==> config.mk <==
export PLATFORM = sky130hd
export DESIGN_NAME = spi_slave_io
export DESIGN_NICKNAME = d
export VERILOG_FILES = /design/src/rtl/spi_slave_io.sv
export SDC_FILE = /design/constraint.sdc
export NUM_CORES = 1
export LEC_CHECK = 0
export ABC_AREA = 0
export BUFFER_PORTS_ARGS = -buffer_cell sky130_fd_sc_hd__buf_2
export CORE_ASPECT_RATIO = 0.9
export CORE_MARGIN = 5
export CORE_UTILIZATION = 40
export CTS_CLUSTER_DIAMETER = 200
export CTS_CLUSTER_SIZE = 40
export DETAILED_ROUTE_END_ITERATION = 7
export PLACE_DENSITY = 0.55
export SYNTH_ARGS = -nofsm -noshare
export SYNTH_HDL_FRONTEND = slang
export SYNTH_SLANG_ARGS = --single-unit
==> constraint.sdc <==
create_clock -name clk -period 2.1 [get_ports clk]
set_input_delay 0.315 -clock clk [delete_from_list [all_inputs] [get_ports clk]]
set_output_delay 0.315 -clock clk [all_outputs]
set_load 0.005 [all_outputs]
==> src/rtl/spi_slave_io.sv <==
// SPI mode-0 target on the 6801 bus: the external host drives SCK/SS, and the CPU exchanges
// bytes through DATA/STATUS/CTRL/FILL. All SPI inputs are resynchronised into clk.
module spi_slave_io #(
    parameter logic [7:0] FILL_RESET = 8'hFF
) (
    input  logic       clk,
    input  logic       rst,
    input  logic [2:0] AD,
    input  logic [7:0] DI,
    output logic [7:0] DO,
    input  logic       rw,
    input  logic       cs,
    output logic       irq,
    input  logic       ss_n,
    input  logic       sck,
    input  logic       mosi,
    output logic       miso,
    output logic       miso_oe
);

    localparam logic [2:0] A_DATA   = 3'd0;
    localparam logic [2:0] A_STATUS = 3'd1;
    localparam logic [2:0] A_CTRL   = 3'd2;
    localparam logic [2:0] A_FILL   = 3'd3;

    // Synchroniser chains; ss_n and sck idle high/low so reset does not fake an edge.
    logic       sck_s1_q, sck_s2_q, sck_h_q;
    logic       ss_s1_q, ss_s2_q, ss_h_q;
    logic       mosi_s1_q, mosi_s2_q;

    logic [7:0] rxd_q, rxd_d;
    logic [7:0] txh_q, txh_d;
    logic [7:0] fill_q, fill_d;
    logic [2:0] ctrl_q, ctrl_d;
    logic       rxf_q, rxf_d;
    logic       txe_q, txe_d;
    logic       ovr_q, ovr_d;
    logic [2:0] bitcnt_q, bitcnt_d;
    logic [7:0] tsr_q, tsr_d;
    logic [7:0] rsr_q, rsr_d;
    logic       oe_q, oe_d;
    logic       irq_q, irq_d;

    logic       en;
    logic       wr_data, wr_status, wr_ctrl, wr_fill, rd_data;
    logic       ss_fall, ss_rise, sck_rise, sck_fall;
    logic       tsr_load, byte_done;
    logic [7:0] rx_byte;

    assign en        = ctrl_q[0];
    assign wr_data   = cs && !rw && (AD == A_DATA);
    assign wr_status = cs && !rw && (AD == A_STATUS);
    assign wr_ctrl   = cs && !rw && (AD == A_CTRL);
    assign wr_fill   = cs && !rw && (AD == A_FILL);
    assign rd_data   = cs &&  rw && (AD == A_DATA);

    assign ss_fall   =  ss_h_q  && !ss_s2_q;
    assign ss_rise   = !ss_h_q  &&  ss_s2_q;
    assign sck_rise  = !sck_h_q &&  sck_s2_q;
    assign sck_fall  =  sck_h_q && !sck_s2_q;
    assign rx_byte   = {rsr_q[6:0], mosi_s2_q};

    always_ff @(posedge clk or negedge rst) begin
        if (!rst) begin
            sck_s1_q  <= 1'b0;
            sck_s2_q  <= 1'b0;
            sck_h_q   <= 1'b0;
            ss_s1_q   <= 1'b1;
            ss_s2_q   <= 1'b1;
            ss_h_q    <= 1'b1;
            mosi_s1_q <= 1'b0;
            mosi_s2_q <= 1'b0;
        end else begin
            sck_s1_q  <= sck;
            sck_s2_q  <= sck_s1_q;
            sck_h_q   <= sck_s2_q;
            ss_s1_q   <= ss_n;
            ss_s2_q   <= ss_s1_q;
            ss_h_q    <= ss_s2_q;
            mosi_s1_q <= mosi;
            mosi_s2_q <= mosi_s1_q;
        end
    end

    // Shift engine: selection, bit counting and TSR reload decisions.
    always_comb begin
        bitcnt_d  = bitcnt_q;
        oe_d      = oe_q;
        rsr_d     = rsr_q;
        tsr_load  = 1'b0;
        byte_done = 1'b0;
        tsr_d     = tsr_q;
        if (!en) begin
            bitcnt_d = 3'd0;
            oe_d     = 1'b0;
        end else if (ss_fall) begin
            bitcnt_d = 3'd0;
            oe_d     = 1'b1;
            tsr_load = 1'b1;
        end else if (ss_rise) begin
            bitcnt_d = 3'd0;
            oe_d     = 1'b0;
        end else if (oe_q) begin
            if (sck_rise) begin
                rsr_d     = rx_byte;
                bitcnt_d  = bitcnt_q + 3'd1;
                byte_done = (bitcnt_q == 3'd7);
            end else if (sck_fall) begin
                if (bitcnt_q == 3'd0) begin
                    tsr_load = 1'b1;
                end else begin
                    tsr_d = {tsr_q[6:0], 1'b0};
                end
            end
        end
        if (tsr_load) begin
            tsr_d = txe_q ? fill_q : txh_q;
        end
    end

    // Flag and CPU register updates; a reload sees pre-write TXE/TXH, then the write lands.
    always_comb begin
        rxd_d  = rxd_q;
        rxf_d  = rxf_q;
        ovr_d  = ovr_q;
        txh_d  = txh_q;
        txe_d  = txe_q;
        fill_d = fill_q;
        ctrl_d = ctrl_q;
        if (rd_data) begin
            rxf_d = 1'b0;
        end
        if (wr_status && DI[2]) begin
            ovr_d = 1'b0;
        end
        if (byte_done) begin
            if (rxf_q && !rd_data) begin
                ovr_d = 1'b1;
            end else begin
                rxd_d = rx_byte;
                rxf_d = 1'b1;
            end
        end
        if (tsr_load && !txe_q) begin
            txe_d = 1'b1;
        end
        if (wr_data) begin
            txh_d = DI;
            txe_d = 1'b0;
        end
        if (wr_ctrl) begin
            ctrl_d = DI[2:0];
        end
        if (wr_fill) begin
            fill_d = DI;
        end
        irq_d = (rxf_q && ctrl_q[1]) || (txe_q && ctrl_q[2] && en);
    end

    always_ff @(posedge clk or negedge rst) begin
        if (!rst) begin
            rxd_q    <= 8'h00;
            txh_q    <= 8'h00;
            fill_q   <= FILL_RESET;
            ctrl_q   <= 3'b000;
            rxf_q    <= 1'b0;
            txe_q    <= 1'b1;
            ovr_q    <= 1'b0;
            bitcnt_q <= 3'd0;
            tsr_q    <= 8'h00;
            rsr_q    <= 8'h00;
            oe_q     <= 1'b0;
            irq_q    <= 1'b0;
        end else begin
            rxd_q    <= rxd_d;
            txh_q    <= txh_d;
            fill_q   <= fill_d;
            ctrl_q   <= ctrl_d;
            rxf_q    <= rxf_d;
            txe_q    <= txe_d;
            ovr_q    <= ovr_d;
            bitcnt_q <= bitcnt_d;
            tsr_q    <= tsr_d;
            rsr_q    <= rsr_d;
            oe_q     <= oe_d;
            irq_q    <= irq_d;
        end
    end

    always_comb begin
        case (AD)
            A_DATA:   DO = rxd_q;
            A_STATUS: DO = {irq_q, 3'b000, !ss_s2_q, ovr_q, txe_q, rxf_q};
            A_CTRL:   DO = {5'b00000, ctrl_q};
            A_FILL:   DO = fill_q;
            default:  DO = 8'h00;
        endcase
    end

    assign miso    = oe_q ? tsr_q[7] : 1'b1;
    assign miso_oe = oe_q;
    assign irq     = irq_q;

endmodule

==> results of run 1 <==
==> flip-flops by register name (all words and copies together) (netlist names), 3 cells and up <==
name	count
fill_q	8
rxd_q	8
tsr_q	8
txh_q	8
rsr_q	7
bitcnt_q	3
ctrl_q	3
==> cell usage in the layout, fill, tap and decap left out, types with 3 or more instances in the layout <==
| cell | Yosys | final |
|---|---|---|
| a21oi_1 | 3 | 3 |
| o21ai_0 | 3 | 3 |
| buf_2 | 3 | 28 |
| nand2_1 | 13 | 13 |
| inv_1 | 5 | 5 |
| dfstp_2 | 12 | 12 |
| clkbuf_8 | 0 | 11 |
| mux4_2 | 3 | 3 |
| nand3_1 | 4 | 4 |
| dfrtp_1 | 46 | 46 |
| buf_4 | 2 | 7 |
| nor2b_1 | 7 | 7 |
| mux2_2 | 36 | 36 |
| ha_1 | 5 | 4 |
| nor2_1 | 3 | 3 |
| mux2i_1 | 23 | 23 |
==> per-stage QoR <==
step / hold WS [ps] / setup WS [ps] / utilization, % / area, um^2
2_1_floorplan: 19.4 / 183 / - / 2650
3_3_place_gp: 325 / 97.8 / 45.0 / 2930
3_5_place_dp: 328 / 29.4 / 45.0 / 2930
4_1_cts: 60.7 / 12.5 / 48.2 / 3140
5_1_grt: 60.8 / 1.90 / 48.7 / 3170
6_report: 83.1 / 119 / 48.7 / 3170
==> synth_stat cells, types with 2 or more instances <==
| cell | count | area [um^2] |
|---|---|---|
| mux2i_1 | 23 | 230 |
| nor2_2 | 2 | 12.5 |
| o21ai_0 | 3 | 15.0 |
| nand2_1 | 13 | 48.8 |
| dfstp_2 | 12 | 315 |
| mux4_2 | 3 | 67.6 |
| a22oi_1 | 2 | 15.0 |
| dfrtp_1 | 46 | 1150 |
| nand3_1 | 4 | 20.0 |
| nor2b_1 | 7 | 43.8 |
| mux2_2 | 36 | 405 |
| buf_2 | 3 | 15.0 |
| nand2b_1 | 2 | 12.5 |
| a21oi_1 | 3 | 15.0 |
| ha_1 | 5 | 62.6 |
| nand4_1 | 2 | 12.5 |
| buf_4 | 2 | 15.0 |
| nor2_1 | 3 | 11.3 |
| inv_1 | 5 | 18.8 |
==> path summary, 6_finish.rpt <==
path                                  end       from  depth (start not counted)  slack (ps)
worst min-delay path              ss_s1_q       ss_n                          1          80
worst max register to register   rxd_q[6]    ss_s2_q                          7         120
worst max-delay path             rxd_q[6]    ss_s2_q                          7         120
max in group asynchronous          ss_h_q        rst                          3         950
worst min register to register  mosi_s2_q  mosi_s1_q                          0         350
min in group asynchronous             irq        rst                          2         490
==> power breakdown <==
part | internal, uW | total, uW | switching [uW]
logic | 300 | 544 | 244
clock network | 610 | 1040 | 426
registers | 1350 | 1480 | 137
total | 2260 | 3060 | 807
==> layer usage <==
layer / up-vias / track usage [%] / part of all wire, %
met1: 805 / 18.3 / 47
met5: - / 0 / 0
li1: 779 / - / -
met2: 27 / 22.3 / 47
met4: 0 / 4.65 / 1.4
met3: 7 / 5.45 / 4.3
==> critical path, cell delays in order, from the launching register on <==
cell,delay (ps)
dfstp_2,540
inv_1,60
ha_2,200
nor3b_2,200
nand4_1,200
a21oi_4,190
buf_12,140
mux2_2,330
==> repair_timing <==
| item | in CTS | in global routing |
|---|---|---|
| endpoints found under the setup margin | 0 | 9 |
| hold buffers | 1 | 0 |
| resized for setup | 0 | 1 |
| setup buffers | 0 | 2 |
| hold endpoints to repair | 15 | 0 |
==> final cells by class <==
type | count | area [um^2]
Inverter | 5 | 18.8
Tap cell | 90 | 113
Fill cell | 609 | 3340
Timing Repair Buffer | 38 | 243
Clock inverter | 3 | 40.0
Clock buffer | 13 | 159
Multi-Input combinational cell | 123 | 1130
Sequential cell | 58 | 1470
==> cell families after synthesis <==
kind of cell	count (synthesis)	synth area share, %
AO/OA/AOI/OAI	16	4.44
adder cells (fa/ha/maj)	5	2.36
buffers and inverters	11	1.98
flip-flops	58	55.4
multiplexers	62	26.5
AND/OR/NAND/NOR	40	9.31
==> metrics.yaml, run 1 <==
number_of_synthesized_flops_with_an_enable_pin: 0
cts_buffers: 9
cellPowerDensity_nw_per_um2: 966
track_usage_pct: 14.3
timing.final.crit_period_ps: 1980
rsz_0062_raised_after_global_routing: "false"
worstSetupPathType: "flip-flop to flip-flop"
fp-row-count: 28
max_cap_viol_count: 0
gp_routability_congestion: 0.770
finalClockSkew_ps: 12.2
clk_pin_slew_worst_paths_ps: 60
setup.worst_path.end_class: "flip-flop"
slew_viol_final: 0
top_level_ports: 29
setup-violations-final: 0
vias_in_the_first_global_route: 1668
floorplan.core_area_um2: 6520
post_route_setup_tns_ps: 0
initial_utilization_pct: 40.6
share_of_synthesized_flip_flops_with_an_asynchronous_set_or_reset_pct: 100
drt-vias-per-instance: 4.90
clockRootBuffer: "clkbuf_8"
cts-root-to-sink-buffers: 2
post_syn_area_um2: 2650
antenna_cells: 0
timing.hold.worst.class: "input port to flip-flop"
worst_pin_slew_ps: 525
routed_wl_mm: 5.18
grt_pass1_wl_mm: 8.68
final_layout_size_suffix_gt1_share_pct: 46.3
post_layout_cell_count: 330
nets: 258
yosys.cell_types.count: 35
crit_fanout: 8
synth_warnings: 0
total_leakage_power_uw: 0.00150
synth_top_flop_cell: "dfrtp_1"
syn2layout_area_growth_pct: 19.7
postRouteAntennaNets: 0
globalRoute.totalOverflow: 0
final.period_utilization_pct: 94.3
placement.io_buffers: 28
p_total_uw: 3060
arrival_ps: 2200
max-slew-margin-rel_pct: 65.0
synth-seq-cells: 58
synth_cells: 192
hpwl_mm: 3.64
grt_antenna_before_repair: 0
tritoncts: "done"
critical_path.startpoint_type: "flip-flop"
floorplan.die.width_um: 95.8
power.ir.vdd_worst_v: 0.000516
placedCellCount: 311
synth.avg_cell_area_um2: 13.8
detailed_routing_iteration_count_for_the_pre_antenna_repair_pass: 5
num_vias: 1618
worst_skew_pair.late_latency_ps: 340
design.die.area_um2: 8350
pin_count_of_the_biggest_net_entering_global_routing: 38
htreeDepth: 3
cts.sinks: 58
syn-num-nets: 215
chipHeight_um: 87.2
cp.required_ps: 2320
synth-seq-area-share_pct: 55.4
finalHoldViolCount: 0
timing.fmax_mhz: 505
detail_route.iter0.violations: 53
remaining_drc_errors: 0
outcome: "completed"
wire_per_inst_um: 15.7
(Power assumes the default switching activity.)
==> run 2, diff against run 1 <==
- PLACE_DENSITY: 0.55 -> 0.57
- clock period: 2.1 -> 1.73 ns (I/O delays scaled with it)
==> run 2 against run 1 <==
  * The flow now finishes with violations (setup timing)
  * Critical path depth is the same
  * Largest cell class unchanged
  * Sequential cell count unchanged
  * Wire length grew 9.2%
  * Clock skew down 4.9 ps
  * Fmax is 2.2% higher
==> metrics.yaml, run 2 (synthesized netlist as in run 1, its figures left out) <==
drt-vias-per-instance: 4.82  # was 4.90
max-slew-margin-rel_pct: 70.3  # was 65.0%
detail_route.iter0.violations: 47  # was 53
htreeDepth: 3  # unchanged
met2_length_mm: 2.70  # was 2.45 mm
tritoncts: "done"  # unchanged
syn2layout_area_growth_pct: 36.5  # was 19.7%
gp_routability_congestion: 0.733  # was 0.770
finalHoldViolCount: 0  # unchanged
setup.worst_path.end_class: "flip-flop"  # unchanged
worstHoldPathCells: 1  # unchanged
violations_in_the_final_reports: "setup timing"
post_layout_cell_count: 359  # was 330
hpwl_mm: 3.74  # was 3.64 mm
cts-root-to-sink-buffers: 2  # unchanged
detailed_routing_iteration_count_for_the_pre_antenna_repair_pass: 4  # was 5
outcome: "complete, but fails checks"  # was completed
worst_skew_pair.late_latency_ps: 340  # about the same
vias_in_the_first_global_route: 1835  # was 1668
antenna_cells: 0  # unchanged
cts_buffers: 9  # unchanged
setup-violations-final: 22  # was 0
remaining_drc_errors: 0  # unchanged
routed_wl_mm: 5.65  # was 5.18 mm
highest_metal_layer_with_signal_wires: "met4"  # unchanged
worst_pin_slew_ps: 444  # was 525 ps
fp-row-count: 28  # unchanged
initial_utilization_pct: 40.6  # unchanged
crit_fanout: 8  # unchanged
cellPowerDensity_nw_per_um2: 1180  # was 966 nW/um^2
track_usage_pct: 15.2  # was 14.3%
worst_r2r_path_depth: 7  # unchanged
design.die.area_um2: 8350  # unchanged
route.layer.met1.wl_mm: 2.66  # was 2.43 mm
utilization_pct: 55.5  # was 48.7%
cp.required_ps: 1940  # was 2320 ps
timing.hold.worst.class: "input port to flip-flop"  # unchanged
clk_pin_slew_worst_paths_ps: 60  # about the same
max_cap_viol_count: 0  # unchanged
timing.final.crit_period_ps: 1940  # was 1980 ps
total_leakage_power_uw: 0.00171  # was 0.00150 uW
slew_viol_final: 0  # unchanged
finalClockSkew_ps: 7.34  # was 12.2 ps
nets: 287  # was 258
pre_cts_setup_slack_ps: -272  # was 29.4 ps
critical_path.startpoint_type: "flip-flop"  # unchanged
rsz_0062_raised_after_global_routing: "true"  # was false
cts.sinks: 58  # unchanged
layout.filler_cells: 571  # was 609
timing.fmax_mhz: 516  # was 505 MHz
floorplan.die.width_um: 95.8  # unchanged
final_layout_size_suffix_gt1_share_pct: 58.4  # was 46.3%
power.ir.vdd_worst_v: 0.000477  # was 0.000516 V
placement.io_buffers: 28  # unchanged
floorplan.core_area_um2: 6520  # unchanged
arrival_ps: 2150  # was 2200 ps
globalRoute.totalOverflow: 0  # unchanged
most-common-layout-cells: "dfrtp_1, buf_2, mux2_2"  # was dfrtp_1, mux2_2, buf_2
mostFrequentLayoutCell: "dfrtp_1"  # unchanged
postRouteAntennaNets: 0  # unchanged
grt_pass1_wl_mm: 9.40  # was 8.68 mm
final.period_utilization_pct: 112  # was 94.3%
top_level_ports: 29  # unchanged
pin_count_of_the_biggest_net_entering_global_routing: 59  # was 38
p_total_uw: 4250  # was 3060 uW
met3RoutedLength_um: 240  # was 223 um
clockRootBuffer: "clkbuf_8"  # unchanged
wire_per_inst_um: 15.7  # about the same
num_vias: 1732  # was 1618
worstSetupPathType: "flip-flop to flip-flop"  # unchanged
chipHeight_um: 87.2  # unchanged
placedCellCount: 325  # was 311
final_critical_path_setup_slack_ps: -208  # was 119 ps
grt_antenna_before_repair: 0  # unchanged
run 2: cell types whose count changed in the layout (fill, tap and decap cells not counted), sizes merged:
cell / delta
buf: +28
bufinv: +2
clkbuf: -2
dlygate4sd3: +1
run 2: layout make-up:
type / count / area, um^2 / share of cell area (%)
Sequential cell: 58 / 1470 / 40.6
Multi-Input combinational cell: 123 / 1270 / 35.1
Timing Repair Buffer: 67 / 497 / 13.7
Clock buffer: 11 / 151 / 4.19
Tap cell: 90 / 113 / 3.11
Clock inverter: 5 / 100 / 2.77
Inverter: 5 / 18.8 / 0.519
run 2: through the flow:
step | hold slack [ps] | setup TNS [ps] | area [um^2]
after detailed placement | 290 | -2500 | 3060
after global routing | 4.33 | -4500 | 3620
final | 32.3 | -2640 | 3620
after floorplan | -36.1 | -1210 | 2670
after global placement | 291 | -1750 | 3060
after CTS | 7.00 | -1490 | 3510
run 2: critical path, stage by stage (launching register included):
cell,delay (ps)
dfstp_2,530
inv_2,50
ha_4,160
nor3b_4,210
nand4_1,210
a21oi_4,200
buf_12,150
mux2_4,300
run 2: worst paths after layout:
| path | from | end | slack (ps) |
|---|---|---|---|
| max in group asynchronous | rst | ss_s2_q | 970 |
| max | ss_s2_q | rxd_q[2] | -210 |
| min | sck | sck_s1_q | 30 |
| min in group asynchronous | rst | txh_q[4] | 450 |
| max reg2reg | ss_s2_q | rxd_q[2] | -210 |
| min reg2reg | mosi_s1_q | mosi_s2_q | 350 |
run 2: report_power, final:
group          internal, uW  switching, uW
clock                  1030            527
sequential             1630            158
combinational           522            380
run 2: timing repair:
action	in CTS	in global routing
resized for setup	23	19
hold endpoints to repair	47	0
hold buffers	2	0
endpoints found under the setup margin	22	27
pin swaps	5	6
cloned	1	0
setup buffers	10	6
run 2: per-layer routing:
metal / vias up / global-route usage (%)
li1: 834 / -
met1: 863 / 20.2
met2: 30 / 23.5
met3: 5 / 5.70
met4: 0 / 4.26
met5: - / 0
==> run 3, diff against run 2 <==
- PLACE_DENSITY: 0.57 -> 0.55
- REMOVE_ABC_BUFFERS: default -> 1
- clock period: 1.73 -> 2 ns (I/O delays scaled with it)
==> run 3 against run 2 <==
  * Sequential power decreased by 13%
  * Count of clock-buffer cells in the layout increased by 2
  * Cell area decreased by 8.3%
  * Via count decreased by 4.9%
  * Die area unchanged
  * Sequential share of layout area increased by 3.7 points
  * Largest cell class unchanged
  * Non-clock buffer count decreased by 16
  * The run now ends clean
==> metrics.yaml, run 3 (synthesized netlist as in run 1, its figures left out) <==
outcome: "completed"  # was complete, but fails checks
timing.fmax_mhz: 507  # was 516 MHz
cts.sinks: 58  # unchanged
switching_share_pct: 26.7  # was 25.1%
pin_count_of_the_biggest_net_entering_global_routing: 39  # was 59
finalClockSkew_ps: 7.25  # was 7.34 ps
top_level_ports: 29  # unchanged
clk_pin_slew_worst_paths_ps: 60  # about the same
pre_cts_setup_slack_ps: -21.8  # was -272 ps
antenna_cells: 0  # unchanged
floorplan.die.width_um: 95.8  # unchanged
globalRoute.totalOverflow: 0  # unchanged
worst-r2r-setup-slack_ps: 30  # was -210 ps
drt-vias-per-instance: 4.82  # about the same
critical_path.startpoint_type: "flip-flop"  # unchanged
htreeDepth: 3  # unchanged
final_critical_path_setup_slack_ps: 29.2  # was -208 ps
max-slew-margin-rel_pct: 65.9  # was 70.3%
gr-max-usage-layer: "met2"  # unchanged
vias_in_the_first_global_route: 1720  # was 1835
syn2layout_area_growth_pct: 25.2  # was 36.5%
p_total_uw: 3200  # was 4250 uW
clockRootBuffer: "clkbuf_8"  # unchanged
chipHeight_um: 87.2  # unchanged
slowest_stage_delay_cp_ps: 540  # was 530 ps
post_layout_cell_count: 342  # was 359
slew_viol_final: 0  # unchanged
cp.required_ps: 2210  # was 1940 ps
total_leakage_power_uw: 0.00157  # was 0.00171 uW
placedCellCount: 315  # was 325
most-common-layout-cells: "dfrtp_1, mux2_2, buf_2"  # was dfrtp_1, buf_2, mux2_2
crit_end: "rxd_q[6]"  # was rxd_q[2]
cellPowerDensity_nw_per_um2: 965  # was 1180 nW/um^2
wire_per_inst_um: 15.3  # was 15.7 um
placement.io_buffers: 28  # unchanged
hpwl_mm: 3.75  # was 3.74 mm
setup-violations-final: 0  # was 22
sequential_power_share_pct: 48.5  # was 42.2%
power.clock.fraction_pct: 31.6  # was 36.6%
multiInputGateArea_um2: 1190  # was 1270 um^2
comb_power_share_pct: 19.9  # was 21.2%
setup.worst_path.end_class: "flip-flop"  # unchanged
track_usage_pct: 14.2  # was 15.2%
switchingPower_uw: 853  # was 1070 uW
detailed_routing_iteration_count_for_the_pre_antenna_repair_pass: 4  # unchanged
final.period_utilization_pct: 98.5  # was 112%
globalRouteMet1Util_pct: 17.9  # was 20.2%
tritoncts: "done"  # unchanged
worst_skew_pair.late_latency_ps: 330  # was 340 ps
nets: 271  # was 287
max_cap_viol_count: 0  # unchanged
arrival_ps: 2180  # was 2150 ps
power.ir.vdd_worst_v: 0.000470  # was 0.000477 V
gp_routability_congestion: 0.716  # was 0.733
mostFrequentLayoutCell: "dfrtp_1"  # unchanged
layout.filler_cells: 604  # was 571
worstSetupPathType: "flip-flop to flip-flop"  # unchanged
cp_slowest_cell: "dfstp_2"  # unchanged
detail_route.iter0.violations: 56  # was 47
worst_r2r_path_depth: 7  # unchanged
cts-root-to-sink-buffers: 2  # unchanged
final_layout_size_suffix_gt1_share_pct: 51.2  # was 58.4%
fp-row-count: 28  # unchanged
postRouteAntennaNets: 0  # unchanged
floorplan.core_area_um2: 6520  # unchanged
grt_antenna_before_repair: 0  # unchanged
design.die.area_um2: 8350  # unchanged
worstPathCellList: "inv_2 > ha_4 > nor3b_4 > nand4_1 > a21oi_4 > buf_12 > mux2_2"  # was inv_2 > ha_4 > nor3b_4 > nand4_1 > a21oi_4 > buf_12 > mux2_4
timing.final.crit_period_ps: 1970  # was 1940 ps
utilization_pct: 50.9  # was 55.5%
routed_wl_mm: 5.25  # was 5.65 mm
groute.layer.met2.usage_pct: 22.7  # was 23.5%
num_vias: 1647  # was 1732
finalHoldViolCount: 0  # unchanged
grt_pass1_wl_mm: 8.74  # was 9.40 mm
grt_util_met3_pct: 5.45  # was 5.70%
initial_utilization_pct: 40.6  # unchanged
sequential_cell_area_um2: 1470  # unchanged
timing.hold.worst.class: "input port to flip-flop"  # unchanged
crit_fanout: 8  # unchanged
worst_pin_slew_ps: 511  # was 444 ps
r2r-end: "rxd_q[6]"  # was rxd_q[2]
rsz_0062_raised_after_global_routing: "true"  # unchanged
remaining_drc_errors: 0  # unchanged
worst_setup_path_startpoint: "ss_h_q"  # was ss_s2_q
cts_buffers: 9  # unchanged
hold_start: "ss_n"  # was sck
worst_r2r_startpoint: "ss_h_q"  # was ss_s2_q
power.internal_uw: 2350  # was 3190 uW
## run 3: changes by cell type in the layout (fill, tap and decap cells not counted), sizes merged
cell | before | now
bufinv | 3 | 0
dlygate4sd3 | 2 | 1
buf | 65 | 50
clkbuf | 11 | 13
## run 3: power by group through the flow
stage	clock network [uW]	registers [uW]	logic [uW]
final	1010	1550	637
after global placement	0	1570	589
after CTS	1040	1550	632
after global routing	1100	1580	717
after floorplan	0	1560	370
after detailed placement	0	1570	601
## run 3: per-stage QoR
stage	hold WS [ps]	instance area (um^2)	TNS, ps
after floorplan	4.41	2620	0
after global placement	299	2960	0
after detailed placement	307	2960	-136
after CTS	49.4	3240	0
after global routing	52.6	3320	-204
final	65.8	3320	0
## run 3: area by class of cell
class                           count  area share, %
Clock buffer                       13           5.40
Multi-Input combinational cell    123           35.8
Sequential cell                    58           44.2
Inverter                            5          0.566
Tap cell                           90           3.40
Timing Repair Buffer               51           10.3
Clock inverter                      2          0.302
## run 3: timing repair
| item | in CTS | in global routing |
|---|---|---|
| pin swaps | 2 | 4 |
| gates resized for setup | 4 | 11 |
| endpoints found under the hold margin | 17 | 0 |
| hold buffers | 1 | 0 |
| setup endpoints to repair | 8 | 11 |
| setup buffers | 7 | 4 |
## run 3: worst min-delay path by stage
stage / to / slack, ps / depth (start not counted)
floorplan: bitcnt_q[0] / 4 / 0
global placement: sck_s1_q / 300 / 1
detailed placement: sck_h_q / 310 / 1
CTS: ss_s1_q / 50 / 1
global route: mosi_s1_q / 50 / 1
finish: ss_s1_q / 70 / 1
## run 3: metal layers
metal / up-vias / share of wire, %
met2: 24 / 49
met4: 0 / 0.67
li1: 804 / -
met1: 815 / 46
met3: 4 / 4.3
met5: - / 0
## run 3: critical path: cells and delay by family, from the launching register on
family / cells / cell delay, ps
multiplexers: 1 / 320
AO/OA/AOI/OAI: 1 / 200
buffers and inverters: 2 / 190
AND/OR/NAND/NOR: 2 / 440
adder cells (fa/ha/maj): 1 / 170
flip-flops: 1 / 540
